==> src/rtl/riscv_pkg.sv <==
// Shared types for the commit trace path: FSM states, the buffered record and header layout.
// The record carries store address/data only when TRACE_MEM_EN is defined.
package riscv_pkg;

  localparam int TRACE_XLEN          = 32;
  localparam int TRACE_SEQ_W         = 16;
  localparam int TRACE_HDR_SEQ_LSB   = 16;
  localparam int TRACE_HDR_MEMWR_BIT = 7;

  typedef enum logic [2:0] {
    IDLE,
    W_PC,
    W_INSTR,
    W_HDR,
    W_DATA,
    W_MADDR,
    W_MDATA
  } trace_state_e;

  typedef struct packed {
    logic [TRACE_SEQ_W-1:0] seq;
    logic [TRACE_XLEN-1:0]  pc;
    logic [TRACE_XLEN-1:0]  instr;
    logic [4:0]             regAddr;
    logic [TRACE_XLEN-1:0]  regData;
    logic                   memWr;
`ifdef TRACE_MEM_EN
    logic [TRACE_XLEN-1:0]  memAddr;
    logic [TRACE_XLEN-1:0]  memData;
`endif
  } trace_rec_t;

  // Header word: sequence number on top, store flag, then the destination register.
  function automatic logic [TRACE_XLEN-1:0] traceHeader(input trace_rec_t rec);
    logic [TRACE_XLEN-1:0] hdr;
    hdr = '0;
    hdr[TRACE_HDR_SEQ_LSB +: TRACE_SEQ_W] = rec.seq;
    hdr[TRACE_HDR_MEMWR_BIT]              = rec.memWr;
    hdr[4:0]                              = rec.regAddr;
    return hdr;
  endfunction

endpackage

==> src/rtl/trace_fifo.sv <==
// Generic synchronous FIFO with occupancy count; a push is accepted while full
// provided a pop happens in the same cycle.
module trace_fifo #(
  parameter int WIDTH = 8,
  parameter int DEPTH = 8
) (
  input  logic                     clk_i,
  input  logic                     rst_i,
  input  logic                     push,
  input  logic [WIDTH-1:0]         wrData,
  input  logic                     pop,
  output logic [WIDTH-1:0]         rdData,
  output logic                     full,
  output logic                     empty,
  output logic [$clog2(DEPTH):0]   count
);

  localparam int AW = $clog2(DEPTH);
  localparam logic [AW:0] FULL_COUNT = (AW + 1)'(DEPTH);

  logic [WIDTH-1:0] mem [DEPTH];
  logic [AW-1:0]    wrPtr;
  logic [AW-1:0]    rdPtr;
  logic             doPush;
  logic             doPop;

  assign empty  = (count == '0);
  assign full   = (count == FULL_COUNT);
  assign doPop  = pop && !empty;
  assign doPush = push && (!full || doPop);

  // NOTE: sequential state uses non-blocking assignments so every register samples pre-edge values.
  always_ff @(posedge clk_i) begin
    if (rst_i) begin
      wrPtr <= '0;
      rdPtr <= '0;
      count <= '0;
    end else begin
      if (doPush) wrPtr <= wrPtr + 1'b1;
      if (doPop)  rdPtr <= rdPtr + 1'b1;
      if (doPush && !doPop)      count <= count + 1'b1;
      else if (doPop && !doPush) count <= count - 1'b1;
    end
  end

  // NOTE: storage is not reset; pointers and count define which entries are valid.
  always_ff @(posedge clk_i) begin
    if (doPush) mem[wrPtr] <= wrData;
  end

  assign rdData = mem[rdPtr];

endmodule

==> src/rtl/commit_trace_buffer.sv <==
// Commit trace buffer: captures one record per retired instruction and streams it as words
// PC, INSTR, HDR, DATA over valid/ready. Define TRACE_MEM_EN to append MADDR, MDATA for stores.
module commit_trace_buffer
  import riscv_pkg::*;
#(
  parameter int XLEN  = TRACE_XLEN,
  parameter int DEPTH = 8,
  parameter int CNT_W = 16
) (
  input  logic                     clk_i,
  input  logic                     rst_i,
  input  logic                     retire_valid_i,
  input  logic [XLEN-1:0]          pc_i,
  input  logic [XLEN-1:0]          instr_i,
  input  logic [4:0]               reg_addr_i,
  input  logic [XLEN-1:0]          reg_data_i,
  input  logic                     mem_wr_i,
  input  logic [XLEN-1:0]          mem_addr_i,
  input  logic [XLEN-1:0]          mem_data_i,
  output logic                     tr_valid_o,
  input  logic                     tr_ready_i,
  output logic [XLEN-1:0]          tr_data_o,
  output logic                     tr_last_o,
  output logic [$clog2(DEPTH):0]   count_o,
  output logic                     overflow_o,
  output logic [CNT_W-1:0]         drop_cnt_o
);

  localparam int CW = $clog2(DEPTH) + 1;

  trace_state_e           state;
  trace_state_e           afterLast;
  trace_rec_t             wrRec;
  trace_rec_t             headRec;
  logic                   fifoFull;
  logic                   fifoEmpty;
  logic                   handshake;
  logic                   lastWord;
  logic                   isStoreRec;
  logic                   popNow;
  logic                   pushNow;
  logic                   dropNow;
  logic [CW-1:0]          nextCount;
  logic [TRACE_SEQ_W-1:0] seq;

`ifdef TRACE_MEM_EN
  assign isStoreRec = headRec.memWr;
`else
  logic unusedStore;
  assign unusedStore = ^{mem_addr_i, mem_data_i};
  assign isStoreRec  = 1'b0;
`endif

  // NOTE: every always_comb output gets a default first, so no path can infer a latch.
  always_comb begin
    wrRec         = '0;
    wrRec.seq     = seq;
    wrRec.pc      = pc_i;
    wrRec.instr   = instr_i;
    wrRec.regAddr = reg_addr_i;
    wrRec.regData = reg_data_i;
    wrRec.memWr   = mem_wr_i;
`ifdef TRACE_MEM_EN
    wrRec.memAddr = mem_addr_i;
    wrRec.memData = mem_data_i;
`endif
  end

  assign tr_valid_o = (state != IDLE);
  assign handshake  = tr_valid_o && tr_ready_i;
  assign lastWord   = (state == W_MDATA) || ((state == W_DATA) && !isStoreRec);
  assign tr_last_o  = lastWord;

  // A full FIFO still takes a record when the head leaves on this very edge.
  assign popNow    = handshake && lastWord;
  assign pushNow   = retire_valid_i && (!fifoFull || popNow);
  assign dropNow   = retire_valid_i && fifoFull && !popNow;
  assign nextCount = count_o - CW'(popNow) + CW'(pushNow);
  assign afterLast = (nextCount != '0) ? W_PC : IDLE;

  trace_fifo #(
    .WIDTH ($bits(trace_rec_t)),
    .DEPTH (DEPTH)
  ) u_fifo (
    .clk_i  (clk_i),
    .rst_i  (rst_i),
    .push   (pushNow),
    .wrData (wrRec),
    .pop    (popNow),
    .rdData (headRec),
    .full   (fifoFull),
    .empty  (fifoEmpty),
    .count  (count_o)
  );

  always_comb begin
    tr_data_o = '0;
    case (state)
      W_PC:    tr_data_o = headRec.pc;
      W_INSTR: tr_data_o = headRec.instr;
      W_HDR:   tr_data_o = traceHeader(headRec);
      W_DATA:  tr_data_o = headRec.regData;
`ifdef TRACE_MEM_EN
      W_MADDR: tr_data_o = headRec.memAddr;
      W_MDATA: tr_data_o = headRec.memData;
`endif
      default: tr_data_o = '0;
    endcase
  end

  always_ff @(posedge clk_i) begin
    if (rst_i) begin
      state      <= IDLE;
      seq        <= '0;
      overflow_o <= 1'b0;
      drop_cnt_o <= '0;
    end else begin
      if (pushNow) seq <= seq + 1'b1;
      if (dropNow) begin
        overflow_o <= 1'b1;
        if (drop_cnt_o != '1) drop_cnt_o <= drop_cnt_o + 1'b1;
      end
      case (state)
        IDLE:    if (!fifoEmpty) state <= W_PC;
        W_PC:    if (handshake)  state <= W_INSTR;
        W_INSTR: if (handshake)  state <= W_HDR;
        W_HDR:   if (handshake)  state <= W_DATA;
        W_DATA:  if (handshake)  state <= isStoreRec ? W_MADDR : afterLast;
        W_MADDR: if (handshake)  state <= W_MDATA;
        W_MDATA: if (handshake)  state <= afterLast;
        default: state <= IDLE;
      endcase
    end
  end

endmodule

==> config.mk <==
export PLATFORM = sky130hd
export DESIGN_NAME = commit_trace_buffer
export DESIGN_NICKNAME = d
export VERILOG_FILES = /design/src/rtl/riscv_pkg.sv /design/src/rtl/trace_fifo.sv /design/src/rtl/commit_trace_buffer.sv
export SDC_FILE = /design/constraint.sdc
export NUM_CORES = 1
export LEC_CHECK = 0
export ABC_AREA = 1
export BUFFER_PORTS_ARGS = -buffer_cell sky130_fd_sc_hd__buf_2
export CAP_MARGIN = 25
export CORE_MARGIN = 2
export CORE_UTILIZATION = 46
export CTS_BUF_LIST = sky130_fd_sc_hd__clkbuf_4
export DETAILED_ROUTE_END_ITERATION = 7
export GPL_TIMING_DRIVEN = 0
export PLACE_DENSITY = 0.63
export REMOVE_ABC_BUFFERS = 1
export SLEW_MARGIN = 20
export SYNTH_ARGS = -nofsm -noshare
export SYNTH_HDL_FRONTEND = slang
export SYNTH_SLANG_ARGS = --single-unit
==> constraint.sdc <==
create_clock -name clk_i -period 7.6 [get_ports clk_i]
set_input_delay 0.76 -clock clk_i [delete_from_list [all_inputs] [get_ports clk_i]]
set_output_delay 0.76 -clock clk_i [all_outputs]
set_load 0.02 [all_outputs]
Yosys cells after proc, flatten, opt, wreduce, memory -nomap -nowiden
Memory sizes are Yosys's and may differ from the RTL's. A register that Yosys moved wholly into a read port is not among the register bits. Cells that the tools add are included.

Word-level logic and storage cells: 70. Bits in writable memories: 944. Memories: 1. Input bits: 170. Register bits after elaboration: 46. Output and inout port bits: 55.

Reductions and logical operators: 25. Muxes and demuxes: 15. Equality and inequality tests: 14. Add/sub/neg operators: 8.

Memory list: u_fifo.mem (depth 8, width 118, read ports 1, clocked after memory_dff 1, write ports 1, line trace_fifo.sv:21) `logic [WIDTH-1:0] mem [DEPTH];`.

Operators with widths (count): $pmux W32 S4 (1); $add A16 B1 Y16 const B (2); $mux W3 (8); $pmux W3 S6 (1); $ne A16 B16 Y1 const B (1); $ne A2 B2 Y1 const B (5); $eq A3 B3 Y1 const B (3); $logic_and A1 B1 Y1 (9); $mux W4 (2); $add A3 B1 Y3 const B (2); $eq A3 B2 Y1 const B (2); $reduce_and A6 Y1 (1); $logic_not A1 Y1 (5); $add A4 B1 Y4 (1); $add A4 B1 Y4 const B (1); $eq A4 B4 Y1 const B (1); $logic_not A4 Y1 (1); $reduce_bool A4 Y1 (1); $sub A4 B1 Y4 (1); $sub A4 B1 Y4 const B (1); $eq A3 B1 Y1 const B (1); $logic_not A3 Y1 (1); $logic_or A1 B1 Y1 (3); $mux W1 (3); 5 further kinds (5).

Logic depth before layout (Yosys ltp)
Gate-level depths: netlist of run 1.

Depth after elaboration: 10. Gate-level depth with buffers: 18. Depth with buffers taken out: 18.

Cells and area by module
From an unflattened synthesis of run 1, not the netlist that was laid out.

Cells, all modules: 3491. Area, all modules: 40216.1 um^2.

Modules (own cells, without submodules): trace_fifo (seq. area each 28607.4 um^2, instances 1, area each 37385.9 um^2, cells each 2995); commit_trace_buffer (seq. area each 720.7 um^2, instances 1, area each 2830.2 um^2, cells each 496).

Worst setup path after synthesis of run 1
Ideal clock, no wire load.

Path kind: reg-to-reg. Start: reg u_fifo.count[2]. End: mem u_fifo.mem[1][0] (netlist name) (enable). Library setup time: 0.596 ns. Required time: 7.004 ns. Period minus slack after synthesis: 6.870 ns. Path slack: 0.730 ns. Buffers on the path: 0. Arrival: 6.274 ns. Stages on the path, launching flop included: 12. Path through: dfxtp_1 -> inv_1 -> ha_1 -> inv_1 -> nor3_2 -> nand2_2 -> nand2_4 -> inv_4 -> nand2_4 -> inv_1 -> nand2_2 -> nor2_1.

Cells in the longest elaborated chain, start to end: 7. Elaborated cells on any way between the ends: 11. Classes of those cells: eq/ne: 1; mux: 2; reduce/logical: 8.

Ends and longest elaborated chain: start, declared (line trace_fifo.sv:15) `output logic [$clog2(DEPTH):0] count`; start signal, assigned (line trace_fifo.sv:41) `if (doPush && !doPop) count <= count + 1'b1;`; start signal, assigned (line trace_fifo.sv:42) `else if (doPop && !doPush) count <= count - 1'b1;`; $eq A4 B4 Y1 or $logic_not A4 Y1 (tied branches) (line trace_fifo.sv:28, trace_fifo.sv:27); $logic_not A1 Y1, on equally long branches (line trace_fifo.sv:30, commit_trace_buffer.sv:76, trace_fifo.sv:29); $logic_or A1 B1 Y1 or $logic_and A1 B1 Y1 (tied branches) (line commit_trace_buffer.sv:76, trace_fifo.sv:29); $logic_and A1 B1 Y1 or $logic_or A1 B1 Y1 (tied branches) (line commit_trace_buffer.sv:76, trace_fifo.sv:30); $logic_and A1 B1 Y1 (*) (line trace_fifo.sv:30) `assign doPush = push && (!full || doPop);`; via u_fifo.doPush (line trace_fifo.sv:24) `logic doPush;`; $mux W1 (*) (line trace_fifo.sv:48) `if (doPush) mem[wrPtr] <= wrData;`; $mux W1 (implied by the code) (*) (line trace_fifo.sv:48); end, declared (line trace_fifo.sv:21).

The timed path passes the listed nets; every way through them passes the cells marked *.

==> implementation parameters, run 1 <==
Parameter                              Value

Run status
  Outcome ... finished, final reports clean

Worst setup path
  Top Family by Delay on Critical Path ... buffers and inverters
  Kind of critical path ... register to output pin
  Crit-path cells ... buf_12 -> buf_16 -> buf_16 -> buf_16 -> inv_8 -> buf_16 -> buf_16 -> nand2_1 -> nand2_1 -> nand2_1 -> nand3_1 -> nand3_1 -> nand2_1 -> inv_1 -> nand2_1 -> buf_2
  CP max stage cell ... sky130_fd_sc_hd__inv_8
  Worst path bufs/invs ... 9
  Worst Reg2Reg Path Length in Cells ... 12
  Critical path arrival ... a little under 5000 ps
  Crit Path Max Fanout ... about 130
  Cell count along the critical path ... 16
  Startpoint kind of the worst setup timing path ... register
  Critical path's largest stage delay ... approximately 560 ps
  Required time worst endpoint ... around 7000 ps
  Element type at the critical path end ... output pin

Route
  Number of nets with antenna violations after routing ... 0
  Number of remaining DRC errors ... 0
  Number of optimization iterations in the first detailed-route pass ... 5
  Final wirelength ... roughly 96,000 µm
  Via density ... between 5 and 6
  Wire per inst ... between 15 and 20 µm
  Routed via count ... between 20,000 and 30,000
  DRC marker count from the first detailed-route iteration ... 2,005

Power
  Peak VDD IR ... 0.106 mV
  Static leakage ... between 15 and 20 nW
  Power density over the cells ... roughly 260 nW/µm²

Floorplanning
  Die outline area ... 91,100 µm²
  Chip width ... between 300 and 400 µm
  Placeable core region ... about 88,000 µm²
  Die height ... 302 µm
  I/O pin total ... 225
  Initial cell density of the core ... roughly 46%
  Row count ... between 100 and 150

STA
  Final worst slack ... between 1500 and 2000 ps
  Setup repair after global routing missed its margin ... false
  Skew final ... between 80 and 90 ps
  Rel. slew slack ... a little under half
  Final total negative setup slack ... 0 ps
  Hold violation total from the final report ... 0
  Final count of negative-setup-slack endpoints ... 0
  Transition at the pin with the smallest max-transition slack ... approximately 800 ps
  Worst Hold Slack ... just over 200 ps
  Share of the cycle needed by the critical path after routing ... about 75%
  Max Freq ... ~0.18 GHz
  Final worst path period need ... ~5700 ps
  Max Slew Vio Count ... 0

Synth
  Part of the Yosys area used for sequential elements ... between 70% and 80%
  Async S/R FF share, synth ... 0%
  Flip-flop and latch count after synthesis ... ~990
  Number of distinct standard cells referenced by the synthesized netlist ... 37
  Average size of a mapped cell ... between 10 and 15 µm²
  Warning count from the yosys run ... 0
  Primary FF master, synth ... sky130_fd_sc_hd__edfxtp_1
  Cell accounting for the most synthesized area ... sky130_fd_sc_hd__edfxtp_1
  Synth Cell Area ... roughly 40,000 µm²
  Count of flip-flops with a built-in enable after synthesis ... approximately 940
  Cells after synthesis ... 3,558
  Leading cell types by total area after synthesis ... sky130_fd_sc_hd__edfxtp_1, sky130_fd_sc_hd__nand2_1, sky130_fd_sc_hd__nor2_1
  Top-area cell type share of the netlist area ... between 60% and 70%

Layout
  Commonest cells after routing, fill and taps aside ... sky130_fd_sc_hd__edfxtp_1, sky130_fd_sc_hd__nand2_1, sky130_fd_sc_hd__nor2_1, sky130_fd_sc_hd__clkbuf_4, sky130_fd_sc_hd__o21ai_0
  Leading cell type in the layout, fill and taps excluded ... sky130_fd_sc_hd__edfxtp_1
  Post-layout net count ... 4,143
  Number of filler instances in the final layout ... 7,416
  Proportion of layout cells with a drive suffix above 1 ... 15.8%
  Post-layout instance area ... around 48,000 µm²
  Area added between synthesis and finish ... 18.5%

CTS
  CTS max path bufs ... 3
  Setup fix buffers added after clock tree synthesis ... 0
  Clock network latency to the later pin of the worst-skew pair ... 1080 ps
  Number of buffers created by CTS ... between 200 and 250
  Root Buffer Master ... sky130_fd_sc_hd__clkbuf_4
  Clock transition at the register clock pins on the worst setup and hold paths after CTS ... approximately 60 ps
  TritonCTS clock tree ... built
  Number of sinks handled by clock tree synthesis ... 993
  Htree depth ... 4

Job
  Max-cap check violation count ... 0

Global routing
  Initial antenna violation count ... 5
  Number of global-route vias before repair ... roughly 27,000
  Maximum number of pins on one net before global-route repair ... roughly 130
  Global-route usage over all layers ... a little over a fifth
  Global-route wire length before repair ... about 150,000 µm
  GRT Residual Overflow ... 0

Place
  Final weighted congestion of routability-driven global placement ... 0.784
  Instance area at placement ... 44,200 µm²
  Post-place setup slack ... 2860 ps
  Half-perimeter wire length of the detailed placement result ... approximately 54,000 µm
  # port buffers ... 160

Worst hold path
  Path class of the lowest-slack min-delay path ... input pin to register
  Worst hold path depth ... 2
## power by group
| group | total [mW] | switching (mW) | internal (mW) |
|---|---|---|---|
| sequential | 6.52 | 0.113 | 6.41 |
| combinational | 1.93 | 1.27 | 0.669 |
| clock | 4.31 | 2.04 | 2.27 |
## area by class of cell
cell class / instances / area, µm² / area share [%]
inverters: 93 / 374 / 0.774
clock inverters: 89 / 483 / 0.999
diodes: 2 / 5.00 / 0.0104
flip-flops and latches: 993 / 29300 / 60.7
well taps: 1165 / 1460 / 3.02
repair buffers: 359 / 4020 / 8.32
clock buffers: 349 / 2620 / 5.42
multi-input cells: 2271 / 10000 / 20.8
## cell usage after synthesis (32+ instances only)
library cell               instances
sky130_fd_sc_hd__buf_1            32
sky130_fd_sc_hd__nand3_1         333
sky130_fd_sc_hd__o211ai_1         50
sky130_fd_sc_hd__o21ai_0         335
sky130_fd_sc_hd__a21oi_1          38
sky130_fd_sc_hd__inv_1            83
sky130_fd_sc_hd__buf_6            32
sky130_fd_sc_hd__buf_2            35
sky130_fd_sc_hd__nor2_1          693
sky130_fd_sc_hd__dfxtp_1          49
sky130_fd_sc_hd__edfxtp_1        944
sky130_fd_sc_hd__nand2_1         737
sky130_fd_sc_hd__clkbuf_1         75
## logic make-up after synthesis
kind of cell | count (synthesis) | synth area share, %
fa+ha+maj | 14 | 0.466
buf+inv | 294 | 3.68
simple gates | 1795 | 17.8
flops | 993 | 71.9
xor+xnor | 13 | 0.279
compound gates | 449 | 5.84
## sequential cells by signal, indices dropped and copies added, names as in the netlist, named ones only
| register | count |
|---|---|
| overflow_o | 1 |
| u_fifo.rdPtr | 3 |
| u_fifo.mem | 944 |
| drop_cnt_o | 16 |
| u_fifo.count | 4 |
| state | 3 |
| seq | 16 |
| u_fifo.wrPtr | 3 |
## path summary, 6_finish.rpt
kind | end | from | slack [ps]
worst min-delay path | drop_cnt_o[3] | rst_i | 200
worst max register to register | u_fifo.mem[0][58] | state[2] | 4230
worst max-delay path | tr_data_o[20] | register | 1890
worst min register to register | register | u_fifo.rdPtr[2] | 460
## through the flow
stage | total power, mW | cells | utilization [%]
4_1_cts | 12.9 | 5319 | 54.9
2_1_floorplan | 7.71 | 3357 | -
6_report | 12.8 | 5321 | 54.9
5_1_grt | 13.4 | 5321 | 54.9
3_5_place_dp | 8.55 | 4776 | 50.1
3_3_place_gp | 8.47 | 4682 | 47.6
## timing repair
action,4_1_cts,5_1_grt
hold endpoints to repair,818,0
resized for setup,0,0
hold buffers,105,0
setup endpoints to repair,0,0
## per-layer routing
layer / GRT usage (%) / part of all wire (%)
met1: 28.7 / 44
met2: 34.3 / 48
met3: 4.32 / 6.1
met4: 7.19 / 1.8
met5: 0 / 0.036
No activity file was read; power rests on OpenSTA's default activity.
==> run 2: changes to the inputs <==
==> constraint.sdc (replaced) <==
create_clock -name clk_i -period 5.9 [get_ports clk_i]
set_input_delay 0.59 -clock clk_i [delete_from_list [all_inputs] [get_ports clk_i]]
set_output_delay 0.59 -clock clk_i [all_outputs]
set_load 0.02 [all_outputs]
==> run 2 against run 1 <==
Critical path type unchanged. Global-route usage about the same. Via count about the same. Clock skew increased by 13 ps. Total power increased by 29%. Clock-buffer cell count unchanged. Worst hold slack improved by 110 ps. Combinational power increased by 29%. Die area unchanged. Core utilization about the same. Worst setup slack got worse by 1400 ps. Clock power increased by 29%.
==> implementation parameters, run 2 (same netlist as run 1, synthesis figures left out) <==
Parameter                              Value

Run status
  Outcome ... finished, final reports clean (unchanged)

Global routing
  Global-route usage over all layers ... 21.2% (about the same)
  Global-route wire length before repair ... 148,000 µm (about the same)
  GRT Residual Overflow ... 0 (unchanged)
  Maximum number of pins on one net before global-route repair ... 129 (unchanged)
  Initial antenna violation count ... 5 (unchanged)
  Number of global-route vias before repair ... 26,600 (about the same)

Route
  Final wirelength ... 96,000 µm (was 96,100 µm)
  DRC marker count from the first detailed-route iteration ... 2,172 (was 2,005)
  Number of optimization iterations in the first detailed-route pass ... 5 (unchanged)
  Via density ... 5.14 (about the same)
  Routed via count ... 27,400 (about the same)
  Wire per inst ... 18.0 µm (was 18.1 µm)
  Number of remaining DRC errors ... 0 (unchanged)
  Number of nets with antenna violations after routing ... 0 (unchanged)

STA
  Max Freq ... about 0.19 GHz
  Final worst path period need ... about 5400 ps
  Skew final ... 101 ps (was 87.6 ps)
  Final worst slack ... 507 ps (was 1890 ps)
  Share of the cycle needed by the critical path after routing ... roughly nine tenths
  Rel. slew slack ... 46.7% (about the same)
  Setup repair after global routing missed its margin ... false (unchanged)
  Max Slew Vio Count ... 0 (unchanged)
  Hold violation total from the final report ... 0 (unchanged)
  Transition at the pin with the smallest max-transition slack ... 798 ps (about the same)
  Final count of negative-setup-slack endpoints ... 0 (unchanged)
  Final total negative setup slack ... 0 ps (unchanged)
  Worst Hold Slack ... 317 ps (was 203 ps)

CTS
  Clock transition at the register clock pins on the worst setup and hold paths after CTS ... 70 ps (was 60 ps)
  Htree depth ... 4 (unchanged)
  Number of sinks handled by clock tree synthesis ... 993 (unchanged)
  TritonCTS clock tree ... built (unchanged)
  Setup fix buffers added after clock tree synthesis ... 0 (unchanged)
  Root Buffer Master ... sky130_fd_sc_hd__clkbuf_4 (unchanged)
  CTS max path bufs ... 3 (unchanged)
  Clock network latency to the later pin of the worst-skew pair ... 1090 ps (was 1080 ps)
  Number of buffers created by CTS ... 241 (unchanged)

Layout
  Post-layout net count ... 4,145 (was 4,143)
  Largest regs ... u_fifo.mem (944), drop_cnt_o (16), seq (16) (unchanged)
  Top reg by flops ... u_fifo.mem (unchanged)
  Flip-flop count of the largest register, all copies and words added ... 944 (unchanged)
  Number of filler instances in the final layout ... 7,414 (was 7,416)
  Leading cell type in the layout, fill and taps excluded ... sky130_fd_sc_hd__edfxtp_1 (unchanged)
  Commonest cells after routing, fill and taps aside ... sky130_fd_sc_hd__edfxtp_1, sky130_fd_sc_hd__nand2_1, sky130_fd_sc_hd__nor2_1, sky130_fd_sc_hd__clkbuf_4, sky130_fd_sc_hd__o21ai_0 (unchanged)
  Post-layout instance area ... 48,400 µm² (was 48,300 µm²)
  Area added between synthesis and finish ... 18.6% (was 18.5%)
  Proportion of layout cells with a drive suffix above 1 ... 15.8% (about the same)

Floorplanning
  I/O pin total ... 225 (unchanged)
  Die outline area ... 91,100 µm² (unchanged)
  Initial cell density of the core ... 46.3% (unchanged)
  Die height ... 302 µm (unchanged)
  Row count ... 109 (unchanged)
  Placeable core region ... 88,100 µm² (unchanged)
  Chip width ... 302 µm (unchanged)

Power
  Static leakage ... 17.6 nW (about the same)
  Cell internal power dissipation ... 12.0 mW (was 9.35 mW)
  Relative contribution of sequential cells to total power ... 51.1% (about the same)
  Relative contribution of the clock network to total power ... 33.7% (was 33.8%)
  Peak VDD IR ... 0.137 mV (was 0.106 mV)
  Share of power burned in combinational logic ... 15.1% (was 15.2%)
  Power density over the cells ... 340 nW/µm² (was 264 nW/µm²)
  Share of total power consumed by net switching ... 26.7% (was 26.8%)
  Net switching power ... 4.39 mW (was 3.42 mW)

Worst hold path
  Path class of the lowest-slack min-delay path ... input pin to register (unchanged)
  Worst hold path depth ... 2 (unchanged)
  Hold wc startpoint ... pc_i[6] (was rst_i)
  Endpoint of the worst hold-timing path ... u_fifo.mem[2][76] (was drop_cnt_o[3])

Worst setup path
  Startpoint kind of the worst setup timing path ... register (unchanged)
  CP max stage cell ... sky130_fd_sc_hd__dfxtp_4 (was sky130_fd_sc_hd__inv_8)
  Crit Path Max Fanout ... 128 (unchanged)
  Worst reg2reg startpoint ... state[2] (unchanged)
  Critical path arrival ... 4800 ps (was 4950 ps)
  Slack of the worst reg-to-reg path ... 2520 ps (was 4230 ps)
  Worst Reg2Reg Path Length in Cells ... 12 (unchanged)
  Cell count along the critical path ... 14 (was 16)
  Element type at the critical path end ... output pin (unchanged)
  Required time worst endpoint ... 5310 ps (was 6840 ps)
  Reg-to-reg endpoint ... u_fifo.mem[0][58] (unchanged)
  Kind of critical path ... register to output pin (unchanged)
  Critical Path Most Common Cell ... sky130_fd_sc_hd__buf_16
  Worst path bufs/invs ... 9 (unchanged)
  Crit-path cells ... buf_12 -> buf_16 -> buf_16 -> buf_16 -> inv_12 -> buf_16 -> buf_16 -> o21ai_0 -> nand3_1 -> nand3_1 -> nand2_1 -> inv_1 -> nand2_1 -> buf_2 (was buf_12 -> buf_16 -> buf_16 -> buf_16 -> inv_8 -> buf_16 -> buf_16 -> nand2_1 -> nand2_1 -> nand2_1 -> nand3_1 -> nand3_1 -> nand2_1 -> inv_1 -> nand2_1 -> buf_2)
  Top Family by Delay on Critical Path ... buffers and inverters (unchanged)
  Critical path's largest stage delay ... 690 ps (was 560 ps)

Job
  Max-cap check violation count ... 0 (unchanged)

Place
  Instance area at placement ... 44,200 µm² (unchanged)
  Half-perimeter wire length of the detailed placement result ... 54,200 µm (unchanged)
  Post-place setup slack ... 1330 ps (was 2860 ps)
  Final weighted congestion of routability-driven global placement ... 0.784 (unchanged)
  # port buffers ... 160 (unchanged)
## run 2: worst max-delay path by stage
stage	from	endpoint	slack [ps]
floorplan	register	tr_data_o[10]	-12820
global placement	register	tr_data_o[27]	-36930
detailed placement	register	tr_data_o[20]	1330
CTS	register	tr_data_o[20]	90
global route	register	tr_data_o[20]	30
finish	register	tr_data_o[20]	510
## run 2: metal layers
metal,up-vias,GRT usage [%],wire [µm]
li1,13300,-,-
met1,13100,28.7,42100
met2,792,34.3,46200
met3,166,4.32,5740
met4,6,7.19,1910
met5,-,0,35
## run 2: layout make-up
type                    count  area [µm²]  share of cell area [%]
diodes                      2        5.00                  0.0104
inverters                  93         379                   0.784
multi-input cells        2271       10000                    20.7
flip-flops and latches    993       29300                    60.7
clock buffers             349        2620                    5.42
clock inverters            89         483                   0.999
repair buffers            361        4040                    8.35
well taps                1165        1460                    3.01
## run 2: timing repair
action | in CTS | in global routing
endpoints found under the hold margin | 854 | 0
hold buffers | 107 | 0
endpoints found under the setup margin | 0 | 9
gates resized for setup | 0 | 2
## run 2: metrics by stage
stage / total power [mW] / utilization (%) / cells
after floorplan: 9.94 / - / 3357
after global placement: 10.9 / 47.6 / 4682
after detailed placement: 11.0 / 50.1 / 4776
after CTS: 16.6 / 54.9 / 5321
after global routing: 17.2 / 54.9 / 5323
final: 16.4 / 54.9 / 5323
## run 2: power by group through the flow
| stage | Sequential [mW] | Combinational, mW | Clock, mW |
|---|---|---|---|
| 3_3_place_gp | 8.76 | 2.15 | 0 |
| 6_report | 8.40 | 2.49 | 5.55 |
| 4_1_cts | 8.40 | 2.53 | 5.70 |
| 5_1_grt | 8.43 | 2.76 | 6.05 |
| 3_5_place_dp | 8.55 | 2.46 | 0 |
| 2_1_floorplan | 8.64 | 1.30 | 0 |
